--- src/rtl/uart_tx_fifo_ctrl_pkg.sv ---
// uart_tx_fifo_ctrl_pkg: register map offsets, STATUS bit positions and the
// serialiser state type shared by the UART TX block.
package uart_tx_fifo_ctrl_pkg;

  localparam int UART_IO_BIT_DEFAULT  = 22;
  localparam int UART_SEL_BIT_DEFAULT = 8;

  // register offsets, addr[3:2]
  localparam logic [1:0] UART_REG_DATA   = 2'd0;
  localparam logic [1:0] UART_REG_STATUS = 2'd1;
  localparam logic [1:0] UART_REG_DIV    = 2'd2;

  // STATUS bit indices
  localparam int UART_ST_BUSY  = 0;
  localparam int UART_ST_FULL  = 1;
  localparam int UART_ST_EMPTY = 2;
  localparam int UART_ST_OVF   = 3;

  typedef enum logic [1:0] {
    ST_IDLE  = 2'd0,
    ST_START = 2'd1,
    ST_DATA  = 2'd2,
    ST_STOP  = 2'd3
  } uart_state_e;

endpackage

--- src/rtl/uart_tx_fifo_ctrl_fifo.sv ---
// uart_tx_fifo_ctrl_fifo: synchronous FIFO with a combinational head output.
// Push is ignored when full; the caller only pops when not empty.
module uart_tx_fifo_ctrl_fifo #(
  parameter int DEPTH = 16,
  parameter int WIDTH = 8
) (
  input  logic                     clk,
  input  logic                     rst_n,
  input  logic                     i_push,
  input  logic [WIDTH-1:0]         i_wdata,
  input  logic                     i_pop,
  output logic [WIDTH-1:0]         o_rdata,
  output logic                     o_full,
  output logic                     o_empty,
  output logic [$clog2(DEPTH):0]   o_level
);

  localparam int AW = $clog2(DEPTH);
  localparam int LW = AW + 1;
  localparam logic [LW-1:0] FULL_CNT = LW'(DEPTH);
  localparam logic [LW-1:0] CNT_ONE  = LW'(1);

  logic [WIDTH-1:0] r_mem [DEPTH];
  logic [AW-1:0]    r_wr_ptr;
  logic [AW-1:0]    r_rd_ptr;
  logic [LW-1:0]    r_count;
  logic             w_do_push;
  logic             w_do_pop;

  assign o_full    = (r_count == FULL_CNT);
  assign o_empty   = (r_count == '0);
  assign o_level   = r_count;
  assign o_rdata   = r_mem[r_rd_ptr];
  assign w_do_push = i_push & ~o_full;
  assign w_do_pop  = i_pop & ~o_empty;

  // storage array; no reset needed, contents qualified by the count
  always_ff @(posedge clk) begin
    if (w_do_push) r_mem[r_wr_ptr] <= i_wdata;
  end

  // pointers wrap naturally at DEPTH (power of two); count tracks occupancy
  always_ff @(posedge clk or negedge rst_n) begin
    if (!rst_n) begin
      r_wr_ptr <= '0;
      r_rd_ptr <= '0;
      r_count  <= '0;
    end else begin
      if (w_do_push) r_wr_ptr <= r_wr_ptr + AW'(1);
      if (w_do_pop)  r_rd_ptr <= r_rd_ptr + AW'(1);
      case ({w_do_push, w_do_pop})
        2'b10:   r_count <= r_count + CNT_ONE;
        2'b01:   r_count <= r_count - CNT_ONE;
        default: r_count <= r_count;
      endcase
    end
  end

endmodule

--- src/rtl/uart_tx_fifo_ctrl.sv ---
// uart_tx_fifo_ctrl: memory-mapped UART transmitter (8N1 / 8N2).
// Byte stores to DATA fill a TX FIFO; a baud-rate FSM serialises them.
// Optional macro UART_SIM_PRINT_EN echoes accepted bytes with $display for
// simulation logs; serial behaviour is identical with or without it.
//
// state    | meaning
// ST_IDLE  | line high, waiting for a byte in the FIFO
// ST_START | start bit (line low), one divisor period
// ST_DATA  | 8 data bits LSB first, one divisor period each
// ST_STOP  | line high for STOP_BITS divisor periods
module uart_tx_fifo_ctrl
  import uart_tx_fifo_ctrl_pkg::*;
#(
  parameter int IO_MEM_MAP_BIT   = UART_IO_BIT_DEFAULT,
  parameter int UART_MEM_MAP_BIT = UART_SEL_BIT_DEFAULT,
  parameter int FIFO_DEPTH       = 16,
  parameter int DIV_WIDTH        = 16,
  parameter int DEFAULT_DIV      = 868,
  parameter int STOP_BITS        = 1
) (
  input  logic        clk,
  input  logic        rst_n,
  input  logic [31:0] mem_addr_i,
  input  logic        mem_rstrb_i,
  output logic [31:0] mem_rdata_o,
  input  logic [3:0]  mem_wmask_i,
  input  logic [31:0] mem_wdata_i,
  output logic        uart_tx_o,
  output logic        tx_irq_o
);

  localparam int LW = $clog2(FIFO_DEPTH) + 1;
  localparam logic [DIV_WIDTH-1:0] DIV_RST = DIV_WIDTH'(DEFAULT_DIV);
  localparam logic [DIV_WIDTH-1:0] DIV_ONE = DIV_WIDTH'(1);

  logic                 w_sel;
  logic [1:0]           w_reg;
  logic                 w_rd;
  logic                 w_push_req;
  logic                 w_div_wr;
  logic                 w_fifo_full;
  logic                 w_fifo_empty;
  logic [LW-1:0]        w_fifo_level;
  logic [7:0]           w_fifo_rdata;
  logic [7:0]           w_level8;
  logic [31:0]          w_rd_val;
  logic                 w_unused;

  logic [DIV_WIDTH-1:0] r_div;
  logic                 r_ovf;
  logic [31:0]          r_rdata;

  uart_state_e          r_state, w_state_nxt;
  logic [DIV_WIDTH-1:0] r_baud, w_baud_nxt;
  logic [DIV_WIDTH-1:0] r_div_lat, w_div_lat_nxt;
  logic [2:0]           r_bit, w_bit_nxt;
  logic                 r_stop, w_stop_nxt;
  logic [7:0]           r_shift, w_shift_nxt;
  logic                 r_tx, w_tx_nxt;
  logic                 w_pop;
  logic                 w_start;
  logic                 w_baud_zero;

  assign w_sel      = mem_addr_i[IO_MEM_MAP_BIT] & mem_addr_i[UART_MEM_MAP_BIT];
  assign w_reg      = mem_addr_i[3:2];
  assign w_rd       = w_sel & mem_rstrb_i;
  assign w_push_req = w_sel & (w_reg == UART_REG_DATA) & mem_wmask_i[0];
  assign w_div_wr   = w_sel & (w_reg == UART_REG_DIV) & (mem_wmask_i[1:0] == 2'b11);
  assign w_level8   = 8'(w_fifo_level);
  assign w_unused   = ^{mem_addr_i, mem_wdata_i, mem_wmask_i};

  // the full check inside the FIFO uses the count before this cycle's pop,
  // so a push while full is dropped even if the FSM pops on the same edge
  uart_tx_fifo_ctrl_fifo #(
    .DEPTH (FIFO_DEPTH),
    .WIDTH (8)
  ) u_fifo (
    .clk     (clk),
    .rst_n   (rst_n),
    .i_push  (w_push_req & ~w_fifo_full),
    .i_wdata (mem_wdata_i[7:0]),
    .i_pop   (w_pop),
    .o_rdata (w_fifo_rdata),
    .o_full  (w_fifo_full),
    .o_empty (w_fifo_empty),
    .o_level (w_fifo_level)
  );

  // read-data mux for the addressed register
  always_comb begin
    w_rd_val = '0;
    case (w_reg)
      UART_REG_STATUS: begin
        w_rd_val[UART_ST_BUSY]  = (r_state != ST_IDLE);
        w_rd_val[UART_ST_FULL]  = w_fifo_full;
        w_rd_val[UART_ST_EMPTY] = w_fifo_empty;
        w_rd_val[UART_ST_OVF]   = r_ovf;
        w_rd_val[15:8]          = w_level8;
      end
      UART_REG_DIV:    w_rd_val[DIV_WIDTH-1:0] = r_div;
      default:         w_rd_val = '0;
    endcase
  end

  // register file: divisor, sticky overflow (new overflow beats the clear), registered read data
  always_ff @(posedge clk or negedge rst_n) begin
    if (!rst_n) begin
      r_div   <= DIV_RST;
      r_ovf   <= 1'b0;
      r_rdata <= '0;
    end else begin
      if (w_div_wr) begin
        r_div <= (mem_wdata_i[DIV_WIDTH-1:0] == '0) ? DIV_ONE : mem_wdata_i[DIV_WIDTH-1:0];
      end
      if (w_push_req && w_fifo_full) begin
        r_ovf <= 1'b1;
      end else if (w_rd && (w_reg == UART_REG_STATUS)) begin
        r_ovf <= 1'b0;
      end
      r_rdata <= w_rd ? w_rd_val : '0;
    end
  end

  assign w_baud_zero = (r_baud == '0);

  // serialiser next-state: baud counter runs div-1..0 per bit, divisor latched per frame
  always_comb begin
    w_state_nxt   = r_state;
    w_baud_nxt    = r_baud;
    w_div_lat_nxt = r_div_lat;
    w_bit_nxt     = r_bit;
    w_stop_nxt    = r_stop;
    w_shift_nxt   = r_shift;
    w_tx_nxt      = r_tx;
    w_pop         = 1'b0;
    w_start       = 1'b0;
    case (r_state)
      ST_IDLE: begin
        if (!w_fifo_empty) w_start = 1'b1;
      end
      ST_START: begin
        if (w_baud_zero) begin
          w_state_nxt = ST_DATA;
          w_tx_nxt    = r_shift[0];
          w_bit_nxt   = '0;
          w_baud_nxt  = r_div_lat - DIV_ONE;
        end else begin
          w_baud_nxt  = r_baud - DIV_ONE;
        end
      end
      ST_DATA: begin
        if (w_baud_zero) begin
          w_baud_nxt = r_div_lat - DIV_ONE;
          if (r_bit == 3'd7) begin
            w_state_nxt = ST_STOP;
            w_tx_nxt    = 1'b1;
            w_stop_nxt  = (STOP_BITS == 2);
          end else begin
            w_bit_nxt   = r_bit + 3'd1;
            w_shift_nxt = r_shift >> 1;
            w_tx_nxt    = r_shift[1];
          end
        end else begin
          w_baud_nxt = r_baud - DIV_ONE;
        end
      end
      ST_STOP: begin
        if (w_baud_zero) begin
          if (r_stop) begin
            w_stop_nxt = 1'b0;
            w_baud_nxt = r_div_lat - DIV_ONE;
          end else if (!w_fifo_empty) begin
            w_start = 1'b1;
          end else begin
            w_state_nxt = ST_IDLE;
          end
        end else begin
          w_baud_nxt = r_baud - DIV_ONE;
        end
      end
      default: w_state_nxt = ST_IDLE;
    endcase
    // frame start, shared by IDLE and back-to-back STOP
    if (w_start) begin
      w_state_nxt   = ST_START;
      w_pop         = 1'b1;
      w_shift_nxt   = w_fifo_rdata;
      w_div_lat_nxt = r_div;
      w_baud_nxt    = r_div - DIV_ONE;
      w_tx_nxt      = 1'b0;
    end
  end

  // serialiser state register; the TX line is a flop so it cannot glitch
  always_ff @(posedge clk or negedge rst_n) begin
    if (!rst_n) begin
      r_state   <= ST_IDLE;
      r_baud    <= '0;
      r_div_lat <= DIV_RST;
      r_bit     <= '0;
      r_stop    <= 1'b0;
      r_shift   <= '0;
      r_tx      <= 1'b1;
    end else begin
      r_state   <= w_state_nxt;
      r_baud    <= w_baud_nxt;
      r_div_lat <= w_div_lat_nxt;
      r_bit     <= w_bit_nxt;
      r_stop    <= w_stop_nxt;
      r_shift   <= w_shift_nxt;
      r_tx      <= w_tx_nxt;
    end
  end

  assign uart_tx_o   = r_tx;
  assign tx_irq_o    = w_fifo_empty & (r_state == ST_IDLE);
  assign mem_rdata_o = r_rdata;

`ifdef UART_SIM_PRINT_EN
  // simulation log of every byte store, accepted or dropped
  always_ff @(posedge clk) begin
    if (rst_n && w_push_req) begin
      if (!w_fifo_full) $display("[%0t ps][UART]: %c", $time, mem_wdata_i[7:0]);
      else              $display("[UART] overflow");
    end
  end
`endif

endmodule

--- config.mk ---
export PLATFORM = sky130hd
export DESIGN_NAME = uart_tx_fifo_ctrl
export DESIGN_NICKNAME = d
export VERILOG_FILES = /design/src/rtl/uart_tx_fifo_ctrl_pkg.sv /design/src/rtl/uart_tx_fifo_ctrl_fifo.sv /design/src/rtl/uart_tx_fifo_ctrl.sv
export SDC_FILE = /design/constraint.sdc
export NUM_CORES = 1
export LEC_CHECK = 0
export CAP_MARGIN = 20
export CORE_ASPECT_RATIO = 1.75
export CORE_MARGIN = 1.5
export CORE_UTILIZATION = 45
export CTS_CLUSTER_DIAMETER = 50
export DETAILED_ROUTE_END_ITERATION = 8
export PLACE_DENSITY = 0.66
export SYNTH_ARGS = -nofsm -noshare
export SYNTH_HDL_FRONTEND = slang
export SYNTH_SLANG_ARGS = --single-unit
--- constraint.sdc ---
create_clock -name clk -period 3.9 [get_ports clk]
set_clock_uncertainty 0.15 [all_clocks]
set_input_delay 0.585 -clock clk [delete_from_list [all_inputs] [get_ports clk]]
set_output_delay 0.585 -clock clk [all_outputs]
set_load 0.02 [all_outputs]
==> impl_metrics.py <==
metrics = {
    "detailed_routing": {
        "ant_nets": 0,
        "routed_wl_mm": 23.2,
        "vias_per_cell": 5.54,
        "first_pass_iters": 5,
        "vias": 6423,
        "wl_per_cell_um": 20.0,
        "drc_errors": 0,
        "drtIter0Drc": 395,
    },
    "clock_tree": {
        "ctsHtreeMaxLevel": 1,
        "cts_tree": "done",
        "cts.sinks": 220,
        "cts.root.buffer_cell": "clkbuf_16",
        "clock_latency_ns": 0.50,
        "cts_buffer_depth": 3,
        "cts_buffers": 22,
        "cts_resized": 0,
        "path_clk_slew_ns": 0.06,
    },
    "floorplan": {
        "die_y_um": 201,
        "die_w_um": 116,
        "die-area_mm2": 0.0233,
        "design.core.area_mm2": 0.0221,
        "io_pins": 105,
        "start_util": 0.456,
        "rows": 72,
    },
    "power": {
        "p_per_area_mw_per_mm2": 630,
        "irDropWorstVdd_v": 0.000430,
        "combPwrFrac": 0.281,
        "seqPwrFrac": 0.440,
        "total_leakage_power_nw": 4.51,
        "switching_power_w": 0.00241,
        "pwr-share-clk": 0.279,
        "intPower_w": 0.00490,
        "sw_frac_of_total": 0.329,
    },
    "timing": {
        "fmax_ghz": 0.294,
        "worst_slew_pin_slew_ns": 0.805,
        "tns_ns": 0,
        "setup_viol": 0,
        "hold_viol_final": 0,
        "final.min_clock_period_ns": 3.40,
        "period_share": 0.872,
        "relSlewSlack": 0.461,
        "rsz0062_at_grt": "false",
        "slew_violations": 0,
    },
    "logic_synthesis": {
        "ys_top_cells_by_count": "edfxtp_1, nand2_1, dfrtp_1, nor2_1, o21ai_0",
        "synth_edf_count": 128,
        "synth-seq-cells": 220,
        "synth_top_cell_by_area": "edfxtp_1",
        "synthTopCellsByArea": "edfxtp_1, dfrtp_1, mux4_2",
        "synthFlopType": "edfxtp_1",
        "netlist-cell-type-count": 70,
        "ys_async_sr_fraction": 0.418,
        "syn_area_per_cell_um2": 12.8,
        "synthCells": 786,
        "yosysSeqAreaShare": 0.612,
        "synth.top_cell.area_share": 0.382,
        "netlist_area_mm2": 0.0101,
        "yosysMostFrequentCell": "edfxtp_1",
        "synth_warnings": 0,
    },
    "worst_setup_path": {
        "crit_buf_inv": 2,
        "crit_cells": 13,
        "worstSetupStartpointType": "flop",
        "critical_path.top_delay_family": "compound AO/OA/AOI/OAI gates",
        "crit_chain": "inv_1 > ha_1 > nor2b_1 > o21ai_2 > o31a_4 > inv_4 > o21a_1 > ha_1 > nand3_1 > o22ai_2 > o21ai_0 > o21ai_0 > o22ai_1",
        "r2r_slack_ns": 0.50,
        "arrival_ns": 3.61,
        "crit_slowest_cell": "dfrtp_1",
        "cp.required_ns": 4.10,
        "critPathCaptureType": "flop",
        "r2r_cells": 13,
        "max_stage_delay_ns": 0.42,
        "critical_path_peak_fanout": 11,
        "crit_type": "reg2reg",
    },
    "placement": {
        "dp_hpwl_mm": 16.5,
        "portBuffers": 42,
        "place.gp.congestion": 0.875,
    },
    "global_routing": {
        "grt_use_total": 0.204,
        "antenna_found_initial": 0,
        "grt_pass1_vias": 6523,
        "gr-total-overflow": 0,
        "grt_max_degree": 50,
        "grt_pass1_wl_mm": 36.1,
    },
    "hold_path": {
        "hold_path.class": "reg2reg",
        "holdPathStages": 2,
    },
    "layout": {
        "finalNetCount": 940,
        "area_delta_synth_final_pct": 15.2,
        "fillers": 1898,
        "layout-drive-gt1-share": 0.164,
        "postLayoutCoreUtil": 0.526,
        "diodes": 0,
    },
    "status": {
        "status": "complete, no violations",
    },
    "flow_run": {
        "cap_violations": 0,
    },
}
## cell families after synthesis
group,Yosys count,synth area share
flip-flops,220,0.612
AND/OR/NAND/NOR,223,0.105
multiplexers,77,0.105
XOR/XNOR,22,0.0191
adder cells (fa/ha/maj),21,0.0268
AO/OA/AOI/OAI,155,0.0994
buffers and inverters,67,0.0328
other,1,0.000372
## layout make-up
type	count	area [µm²]	area share
Inverter	15	58.8	0.00507
Clock buffer	31	616	0.0531
Tap cell	296	370	0.0319
Timing Repair Buffer	75	681	0.0587
Clock inverter	9	81.3	0.00701
Sequential cell	220	6160	0.531
Multi-Input combinational cell	514	3630	0.313
## routing by layer
layer,global-route usage,vias to the layer above,share of wire
met4,0.0980,0,0.048
met1,0.221,3193,0.36
li1,-,3023,-
met2,0.385,153,0.56
met3,0.0199,54,0.027
met5,0,-,0
## what timing repair did
item | CTS | global route
setup buffers | 0 | 0
hold buffers | 1 | 0
hold endpoints to repair | 20 | 0
## stage by stage
step                      worst slack, ns  power [W]  std cells  cell area (µm²)  hold slack [ns]
after global placement              0.582    0.00528       1119            10900            0.306
after CTS                           0.536    0.00737       1160            11600            0.328
after floorplan                     0.345    0.00466        801            10100            0.139
final                               0.498    0.00731       1160            11600            0.325
after global routing                0.272    0.00771       1160            11600            0.352
after detailed placement            0.559    0.00533       1119            10900            0.318
## layout by cell type (no fill, tap or decap), types with 4 or more instances in the layout
cell type        netlist  layout
nor4_1                 6       6
dfstp_2               11      11
clkdlybuf4s50_1        0      41
a221oi_1               6       6
o22ai_1                4       4
nand4_1                6       6
a31oi_1                4       4
a31o_2                 4       4
clkbuf_16              0      23
nor3_1                17      17
conb_1                 1      16
nand2_1               95      95
edfxtp_1             128     128
mux2i_1               32      32
xor2_1                12      12
dfrtp_1               81      80
xnor2_1               10      10
nand3_1                5       5
and3_1                16      16
mux2_2                23      23
a21oi_1               38      38
or3_1                  6       6
buf_4                 17      32
ha_1                  20      20
nand2b_1               4       4
o211ai_1               4       4
a22oi_1               20      20
inv_1                 14      14
o21ai_0               45      45
clkbuf_1              24       7
mux4_2                19      19
nor2_1                50      50
## state kept, by name, summed over array words and instances (netlist names)
name             cells
uart_tx_o            1
r_baud              16
u_fifo.r_mem       128
r_div_lat           16
u_fifo.r_rd_ptr      4
r_ovf                1
r_div               16
u_fifo.r_wr_ptr      4
r_shift              8
r_bit                3
mem_rdata_o         16
u_fifo.o_level       5
r_state              2
## worst reg2reg max path, delay by kind of cell, from the launching register on
kind | cells | cell delay [ns]
compound gates | 7 | 1.57
fa+ha+maj | 2 | 0.63
buf+inv | 2 | 0.21
flops | 1 | 0.42
simple gates | 2 | 0.29
## power by group through the flow
| stage | sequential (W) | combinational [W] | clock (W) |
|---|---|---|---|
| floorplan | 0.00309 | 0.00157 | 0 |
| global placement | 0.00325 | 0.00203 | 0 |
| detailed placement | 0.00325 | 0.00207 | 0 |
| CTS | 0.00321 | 0.00208 | 0.00208 |
| global route | 0.00327 | 0.00226 | 0.00218 |
| finish | 0.00322 | 0.00205 | 0.00204 |
## path summary, 6_finish.rpt
check | from | to
max | r_state[0]$_DFFE_PN0P_ | r_baud[6]$_DFFE_PN0P_
max reg2reg | r_state[0]$_DFFE_PN0P_ | r_baud[6]$_DFFE_PN0P_
max in group asynchronous | rst_n | r_baud[10]$_DFFE_PN0P_
min | r_div_lat[15]$_DFFE_PN0P_ | r_div_lat[15]$_DFFE_PN0P_
min reg2reg | r_div_lat[15]$_DFFE_PN0P_ | r_div_lat[15]$_DFFE_PN0P_
min in group asynchronous | rst_n | r_bit[2]$_DFFE_PN0P_
No activity file was read; power rests on OpenSTA's default activity.
